===== src/rtl/hamming_mem_ctrl.sv =====
// Hamming(7,4) protected codeword array with host read/write and correcting writeback.
// Latency: writes land at the accept edge; read data is valid 2 cycles after accept, plus 1 busy cycle when a writeback is needed.
// Backpressure: ready drops while a read or scrub owns the datapath. Optional scrubber: define HAMMING_SCRUB_EN.
module hamming_mem_ctrl #(
    parameter int ADDR_W         = 4,
    parameter int CNT_W          = 8,
    parameter int SCRUB_INTERVAL = 64
) (
    input  logic              clk,
    input  logic              rst,
    input  logic              req,
    input  logic              we,
    input  logic [ADDR_W-1:0] addr,
    input  logic [3:0]        wdata,
    input  logic [6:0]        inj_mask,
    input  logic              clr_cnt,
    output logic              ready,
    output logic              rd_valid,
    output logic [3:0]        rdata,
    output logic              rd_corr,
    output logic [CNT_W-1:0]  corr_cnt,
    output logic              scrub_busy
);

    localparam int DEPTH = 1 << ADDR_W;
    localparam logic [1:0] S_IDLE  = 2'd0;
    localparam logic [1:0] S_FETCH = 2'd1;
    localparam logic [1:0] S_CHECK = 2'd2;
    localparam logic [1:0] S_WBACK = 2'd3;

    if (SCRUB_INTERVAL < 1) begin : g_bad_interval
        $error("SCRUB_INTERVAL must be >= 1");
    end

    function automatic logic [6:0] f_encode(input logic [3:0] d);
        return {d[1] ^ d[2] ^ d[3], d[0] ^ d[2] ^ d[3], d[0] ^ d[1] ^ d[3], d};
    endfunction

    logic [6:0]        r_mem [DEPTH];
    logic [1:0]        r_state;
    logic [ADDR_W-1:0] r_addr;
    logic [6:0]        r_cw;
    logic              r_scrub;

    logic [2:0]        w_syn;
    logic [6:0]        w_fix;
    logic              w_err;
    logic              w_acc;
    logic              w_scrub_go;
    logic [ADDR_W-1:0] w_ptr;

    assign ready = (r_state == S_IDLE);
    assign w_acc = req && ready;

    always_comb begin
        w_syn = {r_cw[4] ^ r_cw[0] ^ r_cw[1] ^ r_cw[3],
                 r_cw[5] ^ r_cw[0] ^ r_cw[2] ^ r_cw[3],
                 r_cw[6] ^ r_cw[1] ^ r_cw[2] ^ r_cw[3]};
        w_fix = 7'b0;
        case (w_syn)
            3'b100:  w_fix = 7'b001_0000;
            3'b010:  w_fix = 7'b010_0000;
            3'b001:  w_fix = 7'b100_0000;
            3'b110:  w_fix = 7'b000_0001;
            3'b101:  w_fix = 7'b000_0010;
            3'b011:  w_fix = 7'b000_0100;
            3'b111:  w_fix = 7'b000_1000;
            default: w_fix = 7'b0;
        endcase
    end

    // Any nonzero syndrome is treated as a single-bit error; double errors miscorrect.
    assign w_err = |w_syn;

`ifdef HAMMING_SCRUB_EN
    localparam int TMR_W = $clog2(SCRUB_INTERVAL + 1);

    logic [ADDR_W-1:0] r_ptr;
    logic [TMR_W-1:0]  r_timer;

    assign w_ptr      = r_ptr;
    assign scrub_busy = r_scrub;
    // Host wins: the scrub only starts in an IDLE cycle with no request pending.
    assign w_scrub_go = (r_state == S_IDLE) && !req && (r_timer == TMR_W'(SCRUB_INTERVAL));

    always_ff @(posedge clk) begin
        if (rst) begin
            r_ptr   <= '0;
            r_timer <= '0;
        end else if (r_scrub && ((r_state == S_CHECK && !w_err) || r_state == S_WBACK)) begin
            r_ptr   <= r_ptr + 1'b1;
            r_timer <= '0;
        end else if (r_state == S_IDLE && !w_acc && r_timer != TMR_W'(SCRUB_INTERVAL)) begin
            r_timer <= r_timer + 1'b1;
        end
    end
`else
    assign w_ptr      = '0;
    assign scrub_busy = 1'b0;
    assign w_scrub_go = 1'b0;
`endif

    always_ff @(posedge clk) begin
        if (rst) begin
            r_state  <= S_IDLE;
            r_addr   <= '0;
            r_cw     <= '0;
            r_scrub  <= 1'b0;
            rd_valid <= 1'b0;
            rdata    <= '0;
            rd_corr  <= 1'b0;
            corr_cnt <= '0;
            for (int i = 0; i < DEPTH; i++) r_mem[i] <= '0;
        end else begin
            rd_valid <= 1'b0;
            case (r_state)
                S_IDLE: begin
                    if (w_acc) begin
                        if (we) begin
                            r_mem[addr] <= f_encode(wdata) ^ inj_mask;
                        end else begin
                            r_addr  <= addr;
                            r_scrub <= 1'b0;
                            r_state <= S_FETCH;
                        end
                    end else if (w_scrub_go) begin
                        r_addr  <= w_ptr;
                        r_scrub <= 1'b1;
                        r_state <= S_FETCH;
                    end
                end
                S_FETCH: begin
                    r_cw    <= r_mem[r_addr];
                    r_state <= S_CHECK;
                end
                S_CHECK: begin
                    if (!r_scrub) begin
                        rd_valid <= 1'b1;
                        rdata    <= r_cw[3:0] ^ w_fix[3:0];
                        rd_corr  <= w_err;
                    end
                    if (w_err) begin
                        r_state <= S_WBACK;
                    end else begin
                        r_state <= S_IDLE;
                        r_scrub <= 1'b0;
                    end
                end
                default: begin
                    r_mem[r_addr] <= r_cw ^ w_fix;
                    r_state       <= S_IDLE;
                    r_scrub       <= 1'b0;
                end
            endcase

            if (clr_cnt) begin
                corr_cnt <= '0;
            end else if (r_state == S_CHECK && w_err && corr_cnt != {CNT_W{1'b1}}) begin
                corr_cnt <= corr_cnt + 1'b1;
            end
        end
    end

endmodule


===== config.mk =====
export PLATFORM = sky130hd
export DESIGN_NAME = hamming_mem_ctrl
export DESIGN_NICKNAME = d
export VERILOG_FILES = /design/src/rtl/hamming_mem_ctrl.sv
export SDC_FILE = /design/constraint.sdc
export NUM_CORES = 1
export LEC_CHECK = 0
export BUFFER_PORTS_ARGS = -buffer_cell sky130_fd_sc_hd__buf_2
export CAP_MARGIN = 20
export CORE_MARGIN = 10
export CORE_UTILIZATION = 60
export DETAILED_ROUTE_END_ITERATION = 8
export PLACE_DENSITY_LB_ADDON = 0.15
export SLEW_MARGIN = 20
export SYNTH_ARGS = -nofsm -noshare
export SYNTH_HDL_FRONTEND = slang
export SYNTH_SLANG_ARGS = --single-unit

===== constraint.sdc =====
create_clock -name clk -period 5.7 [get_ports clk]
set_clock_uncertainty 0.15 [all_clocks]
set_input_delay 0.855 -clock clk [delete_from_list [all_inputs] [get_ports clk]]
set_output_delay 0.855 -clock clk [all_outputs]
set_load 0.005 [all_outputs]

Yosys cells after proc, flatten, opt, wreduce, memory -nomap -nowiden
Memory sizes are Yosys's and may differ from the RTL's. A register that Yosys moved wholly into a read port is not among the register bits.
Cells that the tools add are included.
- register bits: 21
- RAM bits: 112
- bits of input ports: 20
- word-level logic and storage cells: 84
- memories: 1
- add/subtract/negate cells: 1
- equality and inequality tests: 13
- multiplexer cells: 26
- bitwise gates (word level): 22
- reduce and logical (&&, ||, !) cells: 14
- memories (name ; words ; width ; rd ports ; clocked after Yosys merged registers in ; write ports ; RTL line ; RTL):
    r_mem ; 16 ; 7 ; 1 ; 1 ; 16 ; 39 ; logic [6:0] r_mem [DEPTH];
- operators with widths (cell ; number):
    one-hot mux 7 bit (7 select lines) ; 1
    two-way mux 1 bit ; 16
    bitwise XOR 1 bit ; 15
    two-way mux 7 bit ; 2
    OR reduction 7 bit ; 2
    bitwise XOR 7 bit ; 2
    == test 3 bit, second input constant ; 4
    adder 8 x 1 -> 8 bit, second input constant ; 1
    two-way mux 4 bit ; 2
    != test 8 bit, second input constant ; 1
    == test 3 x 2 -> 1 bit, second input constant ; 2
    two-way mux 2 bit ; 3
    one-hot mux 2 bit (3 select lines) ; 1
    OR reduction 3 bit ; 2
    != test 2 bit, second input constant ; 2
    inverter 1 bit ; 4
    AND reduction 2 bit ; 2
    AND reduction 4 bit ; 1
    OR reduction 2 bit ; 2
    bitwise XOR 4 bit ; 1
    == test 3 x 1 -> 1 bit, second input constant ; 1
    logical AND 1 bit ; 3
    one-hot mux 1 bit (3 select lines) ; 1
    AND reduction 3 bit ; 1
    4 further kinds ; 4

Longest topological paths before layout
Gate-level depths: netlist of run 1.
- depth in word-level cells: 9
- gate-level depth with buffers: 9
- gate-level depth less buffers: 6

Least setup slack after synthesis of run 1
No wires, ideal clock.
- path type: in2reg
- from: input port rst
- to: memory r_mem[4][0] (enable)
- setup time: 328 ps
- arrival: 2170 ps
- required time: 5222 ps
- setup slack: 3052 ps
- stages: 6
- buffers on the path: 1
- cells stage by stage: nand3b_1 buf_4 mux2i_1 nor2b_1 nand2_1 nand2b_1
- RTL lines (what ; RTL line ; RTL):
    from (decl) ; 10 ; input logic rst,
    to (decl) ; 39 ;

==> out/metrics.csv, run 1 <==
metric;value;unit
status;finished, final reports clean;
clock_sinks;139;
drive_above_1_share;23.6;%
p_seq_share;46.5;%
wl_met1;6970;µm
die-area;16400;µm²
met3_length;1480;µm
powerDensity;323;nW/µm²
power.share.clock;43.0;%
syn-num-nets;573;
ys.flop_type;edfxtp_1;
fin_crit;3780;ps
hp-class;reg2reg;
required;5640;ps
synthesis.area;7000;µm²
power.switching;0.601;mW
wirelength;16600;µm
rows;39;
finalWorstSetupSlack;1920;ps
grtUsageTotal;20.5;%
setup_tns;0;ps
io_buffers;34;
met2_length;7730;µm
maxCapViolations;0;
fin_cells;719;
synth_edf_count;112;
setup_viol_count_final;0;
synth_top_family_by_area;simple AND/OR/NAND/NOR gates;
cts_tree;yes;
dp_hpwl;11100;µm
drc;0;
via_per_inst;6.59;
hold_buffers;0;
fin_util;67.7;%
gr-total-overflow;0;
crit_type;in2reg;
n_antenna_cell;0;
irDropWorstVdd;0.000315;V
synthCells;552;
cts_root_buf;clkbuf_16;
ys_types;56;
initial_core_util;61.3;%
fmaxAchievable;0.265;GHz
dr.pass1.iters;5;
worstPathArrival;3720;ps
rsz0062_at_grt;false;
grt_pass1_vias;4461;
top_layer;met4;
die-width;128;µm
dp_cells;687;
vias;4737;
switching_share;24.0;%
areaGrowthSynthToFinish;10.3;%
drtAntennaViolNets;0;
postCtsSetupBuffers;0;
max_slew_margin;23.0;%
fin_nets;584;
grt_max_degree;56;
die_y;128;µm
yosys.area_share.adder;0.179;%
gp_congestion;0.855;
maxSlewViolCount;0;
yosys_warnings;0;
p_leak;2.64;nW
hold_viol;0;
clkLatencyLatePin;420;ps
grt_antenna_before_repair;0;
synth_xor_area_share;4.97;%
post-route-period-util;66.3;%
clock_path_buffers;2;
ys_ff_latch;139;
synth_area_per_cell;12.7;µm²
post-place-ws;1540;ps
cp-start-kind;input port;
drtIter0Drc;537;
combPwrFrac;10.5;%
routedWlPerCell;23.0;µm
core_area;11400;µm²
cp_max_fo;39;
cts_htree_levels;4;
p_int;1.90;mW
synthArstFlopShare;0;%
clkTransAtPathRegs;50;ps
muxShareOfSynthArea;10.5;%
end_kind;flip-flop;
synthSimpleGateAreaFrac;12.9;%
cts.repair.resized;0;
ys_seq_area_share;55.7;%
synth-compound-area-share;12.3;%
grt_pass1_wl;25500;µm
cts_buffers;17;
tightest_slew;1150;ps
pin_count;36;
[worst max-delay path, cell delays in order]
cell and delay [ps]:
buf_2 540, nand3b_1 580, mux2_2 420, nor3_1 550
nand2_1 380, nand2b_1 370
[per-stage QoR]
stage          instance area [µm²]  power (mW)  hold slack [ps]
2_1_floorplan                 7000        1.36              303
3_3_place_gp                  7150        1.44              287
3_5_place_dp                  7150        1.44              316
4_1_cts                       7720        2.50              324
5_1_grt                       7730        2.57              357
6_report                      7730        2.50              321
[flip-flops by register name, indices dropped and copies added (netlist names)]
register,cells
rdata,4
r_state,2
r_mem,112
rd_corr,1
r_addr,4
rd_valid,1
r_cw,7
corr_cnt,8
[power groups by stage]
stage / sequential [mW] / combinational [mW] / clock (mW)
finish: 1.16 / 0.262 / 1.07
global route: 1.17 / 0.278 / 1.13
CTS: 1.16 / 0.260 / 1.08
detailed placement: 1.18 / 0.257 / 0
global placement: 1.18 / 0.254 / 0
floorplan: 1.16 / 0.201 / 0
[layout make-up]
cell class,instances,area (µm²)
multi-input cells,367,2880
fillers,831,3690
well taps,143,179
repair buffers,37,193
inverters,1,3.75
clock buffers,22,444
clock inverters,10,124
flip-flops and latches,139,3910
[kinds of logic after synthesis]
| logic type | count (synthesis) |
|---|---|
| flops | 139 |
| compound gates | 113 |
| simple gates | 182 |
| mux | 38 |
| fa+ha+maj | 1 |
| buf+inv | 46 |
| xor+xnor | 32 |
| other cells | 1 |
[synth_stat cells, drive strengths merged, types with 2 or more instances]
cell,instances,share of area (%)
xnor2,22,3.6
clkbuf,22,1.2
mux2i,8,1.1
and2,4,0.36
nor2,87,5.0
edfxtp,112,48
xor2,10,1.4
nand4,4,0.36
buf,23,2.2
and3,5,0.52
mux4,28,9.0
nor2b,5,0.45
or4,2,0.21
nand2b,19,1.7
a211o,2,0.25
nor3,10,0.86
nand2,23,1.2
mux2,2,0.32
a21oi,28,2.1
nand3,10,0.71
o21ai,4,0.29
o31ai,4,0.82
a22oi,15,1.6
dfxtp,27,7.7
or3,4,0.43
a211oi,54,6.5
[final timing paths]
kind	from	end	slack [ps]	depth (start not counted)
worst min-delay path	rd_corr$_SDFFE_PP0N_	rd_corr$_SDFFE_PP0N_	320	2
worst min register to register	rd_corr$_SDFFE_PP0N_	rd_corr$_SDFFE_PP0N_	320	2
worst max-delay path	rst	r_mem[1][0]$_SDFFCE_PN0P_	1920	6
worst max register to register	r_state[1]$_SDFFE_PP0P_	r_mem[1][0]$_SDFFCE_PN0P_	2470	5
[placed cells by master (no fill, tap or decap), types with 3 or more instances in the layout]
master       n
clkinv_2     3
clkbuf_16   17
mux4_2      28
and2_1       4
clkinv_1     3
nand2_1     23
a211oi_2    11
xor2_1       9
edfxtp_1   112
nor2_1      75
buf_2       34
nor2b_1      5
xnor2_1     14
nor2_2      12
nor3_1       8
clkbuf_1     5
o21ai_0      4
nand2b_1    19
and3_1       4
dfxtp_1     26
nand3_1     10
xnor2_2      8
buf_4        3
mux2i_1      8
bufinv_16    3
or3_1        3
a21oi_1     26
a22oi_1     15
a211oi_1    43
nand4_1      4
[layer usage]
metal	vias to the layer above	global-route usage [%]
met2	243	31.3
met4	0	7.48
met1	2346	27.0
met3	33	6.37
met5	-	0
li1	2115	-
Note: power is estimated with default switching activity, not from simulation.
==> run 2, diff against run 1 <==
- ABC_AREA: default -> 1
- clock period: 5.7 -> 3.7 ns (I/O delays scaled with it)
==> run 2 against run 1 <==
  * Non-clock buffer count grew 4
  * Die area shrank 0.80%
  * Sequential power grew 58%
  * Largest cell class unchanged
  * Global-route usage grew 1.4 points
==> out/metrics.csv, run 2 <==
metric;value;unit;change
status;finished, final reports clean;;unchanged
end_kind;flip-flop;;unchanged
power.switching;1.33;mW;was 0.601 mW
io_buffers;34;;unchanged
pin_count;36;;unchanged
n_antenna_cell;0;;unchanged
dp_hpwl;12200;µm;was 11100 µm
largest_register_ffs;112;;unchanged
gr-total-overflow;0;;unchanged
irDropWorstVdd;0.000364;V;was 0.000315 V
wirelength;17700;µm;was 16600 µm
initial_core_util;61.0;%;was 61.3%
combPwrFrac;20.9;%;was 10.5%
layout_commonest_cell;nor2_1;;was edfxtp_1
crit_type;reg2reg;;was in2reg
crit_path_top_delay_cell;nand2_1;;was nand3b_1
p_int;2.91;mW;was 1.90 mW
fin_nets;819;;was 584
p_leak;3.08;nW;was 2.64 nW
timing.rr.end;r_mem[8][1]$_SDFFCE_PN0P_;;was r_mem[1][0]$_SDFFCE_PN0P_
ys_seq_area_share;56.3;%;was 55.7%
power.share.clock;35.9;%;was 43.0%
maxCapViolations;0;;unchanged
cts_buffers;17;;unchanged
p_seq_share;43.2;%;was 46.5%
crit_path_start;r_cw[3]$_SDFFE_PP0N_;;was rst
switching_share;31.4;%;was 24.0%
drtIter0Drc;828;;was 537
fin_util;67.6;%;was 67.7%
drive_above_1_share;13.1;%;was 23.6%
synthTopCellsByCount;nor2_1 (171), nand2_1 (154), edfxtp_1 (112);;was edfxtp_1 (112), nor2_1 (77), a211oi_1 (44)
die-area;16300;µm²;was 16400 µm²
setup_viol_count_final;0;;unchanged
cts_root_buf;clkbuf_16;;unchanged
synthesis.area;6940;µm²;was 7000 µm²
grtUsageTotal;21.9;%;was 20.5%
worstPathArrival;2600;ps;was 3720 ps
rr_startpoint;r_cw[3]$_SDFFE_PP0N_;;was r_state[1]$_SDFFE_PP0P_
synthCells;776;;was 552
fmaxAchievable;0.384;GHz;
crit_chain;inv_2 -> nand2_1 -> nand2_1 -> nand2_1 -> nand2_1 -> nor2_2 -> nand2_1 -> nand2_1 -> nand3_1 -> nand2_1 -> nor2_1;;was buf_2 -> nand3b_1 -> mux2_2 -> nor3_1 -> nand2_1 -> nand2b_1
required;3700;ps;was 5640 ps
rows;39;;unchanged
grt_pass1_vias;5390;;was 4461
post-route-period-util;70.4;%;
hold_buffers;0;;unchanged
final_cell_mix;nor2_1 (171), nand2_1 (154), edfxtp_1 (112), nand3_1 (50), a21oi_1 (50);;was edfxtp_1 (112), nor2_1 (75), a211oi_1 (43), buf_2 (34), mux4_2 (28)
max_slew_margin;38.4;%;was 23.0%
path_common_cell;nand2_1;;
via_per_inst;5.91;;was 6.59
fin_cells;954;;was 719
routedWlPerCell;18.5;µm;was 23.0 µm
cts_htree_levels;4;;unchanged
synthArstFlopShare;0;%;unchanged
drc;0;;unchanged
grt_antenna_before_repair;0;;unchanged
hold_viol;0;;unchanged
dp_cells;922;;was 687
clock_path_buffers;2;;unchanged
maxSlewViolCount;0;;unchanged
synth_top_cell_by_area;edfxtp_1;;unchanged
cp-endpoint;r_mem[8][1]$_SDFFCE_PN0P_;;was r_mem[1][0]$_SDFFCE_PN0P_
powerDensity;551;nW/µm²;was 323 nW/µm²
synth_edf_count;112;;unchanged
clkLatencyLatePin;430;ps;was 420 ps
reg2reg_slack;1090;ps;was 2470 ps
ys.flop_type;edfxtp_1;;unchanged
syn-num-nets;797;;was 573
cts_tree;yes;;unchanged
synth_area_per_cell;8.94;µm²;was 12.7 µm²
synth.area.top_cells;edfxtp_1 (48%), nor2_1 (9.3%), nand2_1 (8.3%), dfxtp_1 (7.8%), a21oi_1 (3.6%);;was edfxtp_1 (48%), mux4_2 (9.0%), dfxtp_1 (7.7%), a211oi_1 (4.7%), nor2_1 (4.1%)
hp-class;in2reg;;was reg2reg
grt_pass1_wl;27800;µm;was 25500 µm
cpPeakStageDelay;670;ps;was 580 ps
cp_max_fo;16;;was 39
gp_congestion;0.996;;was 0.855
cts.repair.resized;0;;unchanged
tightest_slew;922;ps;was 1150 ps
ys_types;35;;was 56
core_area;11400;µm²;about the same
dr.pass1.iters;6;;was 5
drtAntennaViolNets;0;;unchanged
setup_tns;0;ps;unchanged
yosys_warnings;0;;unchanged
top_regs;r_mem (112), corr_cnt (8), r_cw (7);;unchanged
rsz0062_at_grt;false;;unchanged
vias;5642;;was 4737
grt_max_degree;57;;was 56
postCtsSetupBuffers;0;;unchanged
clock_sinks;139;;unchanged
fin_crit;2610;ps;
die_y;128;µm;about the same
areaGrowthSynthToFinish;10.9;%;was 10.3%
top_register;r_mem;;unchanged
clkTransAtPathRegs;60;ps;was 50 ps
die-width;128;µm;about the same
cp-start-kind;flip-flop;;was input port
synth_top_area_share;48.5;%;was 48.0%
ys_ff_latch;139;;unchanged
rr_worst_depth;11;;was 5
nFillCells;899;;was 831
synth_most_common_cell;nor2_1;;was edfxtp_1
## run 2: cell types whose count changed in the layout (fill, tap and decap cells not counted), moves of 9 or more
cell / change
o211ai_1: +9
inv_1: +39
a21oi_1: +24
a211oi_2: -11
nand2b_1: -19
o21ai_0: +35
a211oi_1: -43
mux4_2: -28
nand2_1: +131
nor2_1: +96
nand3_1: +40
a22oi_1: -15
## run 2: worst min path at each step
stage	startpoint	endpoint	slack (ps)	cells after the start
2_1_floorplan	rd_corr$_SDFFE_PP0N_	rd_corr$_SDFFE_PP0N_	310	2
3_3_place_gp	rd_corr$_SDFFE_PP0N_	rd_corr$_SDFFE_PP0N_	310	2
3_5_place_dp	rd_corr$_SDFFE_PP0N_	rd_corr$_SDFFE_PP0N_	320	2
4_1_cts	clr_cnt	corr_cnt[0]$_SDFFE_PP0P_	230	4
5_1_grt	clr_cnt	corr_cnt[0]$_SDFFE_PP0P_	280	4
6_report	clr_cnt	corr_cnt[0]$_SDFFE_PP0P_	240	4
## run 2: per-layer routing
layer	GRT usage [%]	vias up	routed length (µm)
li1	-	2671	-
met3	5.79	50	1740
met1	26.4	2626	6770
met2	35.5	295	8560
met4	11.3	0	619
met5	0	-	0
## run 2: through the flow
stage               total power [mW]  cell area [µm²]  hold WS [ps]  setup WS [ps]
global route                    4.42             7690           278            890
global placement                2.70             7170           315           1010
detailed placement              2.72             7170           318            891
CTS                             4.22             7690           235           1160
floorplan                       2.46             6940           312           1440
finish                          4.24             7690           239           1090
## run 2: critical path: cells and delay by family, from the launching register on
kind          cells  cell delay (ps)
simple gates     10             1610
flops             1              450
buf+inv           1              100
## run 2: final cells by class
class,count,area (µm²),area share [%]
Inverter,48,180,2.34
Clock buffer,24,483,6.28
Clock inverter,8,42.5,0.553
Multi-Input combinational cell,551,2680,34.8
Sequential cell,139,3900,50.8
Tap cell,143,179,2.33
Timing Repair Buffer,41,223,2.90
## run 2: logic make-up after synthesis
logic type / count (synthesis) / share of synthesized area, %
simple gates: 411 / 25.8
flops: 139 / 56.3
compound gates: 119 / 10.2
buf+inv: 86 / 5.10
xor+xnor: 19 / 2.40
fa+ha+maj: 1 / 0.180
other cells: 1 / 0.0541
## run 2: power by group through the flow
| stage | Combinational (mW) | Clock [mW] | Sequential, mW |
|---|---|---|---|
| CTS | 0.868 | 1.53 | 1.83 |
| floorplan | 0.623 | 0 | 1.84 |
| detailed placement | 0.865 | 0 | 1.86 |
| finish | 0.886 | 1.52 | 1.83 |
| global route | 0.977 | 1.60 | 1.84 |
| global placement | 0.845 | 0 | 1.86 |
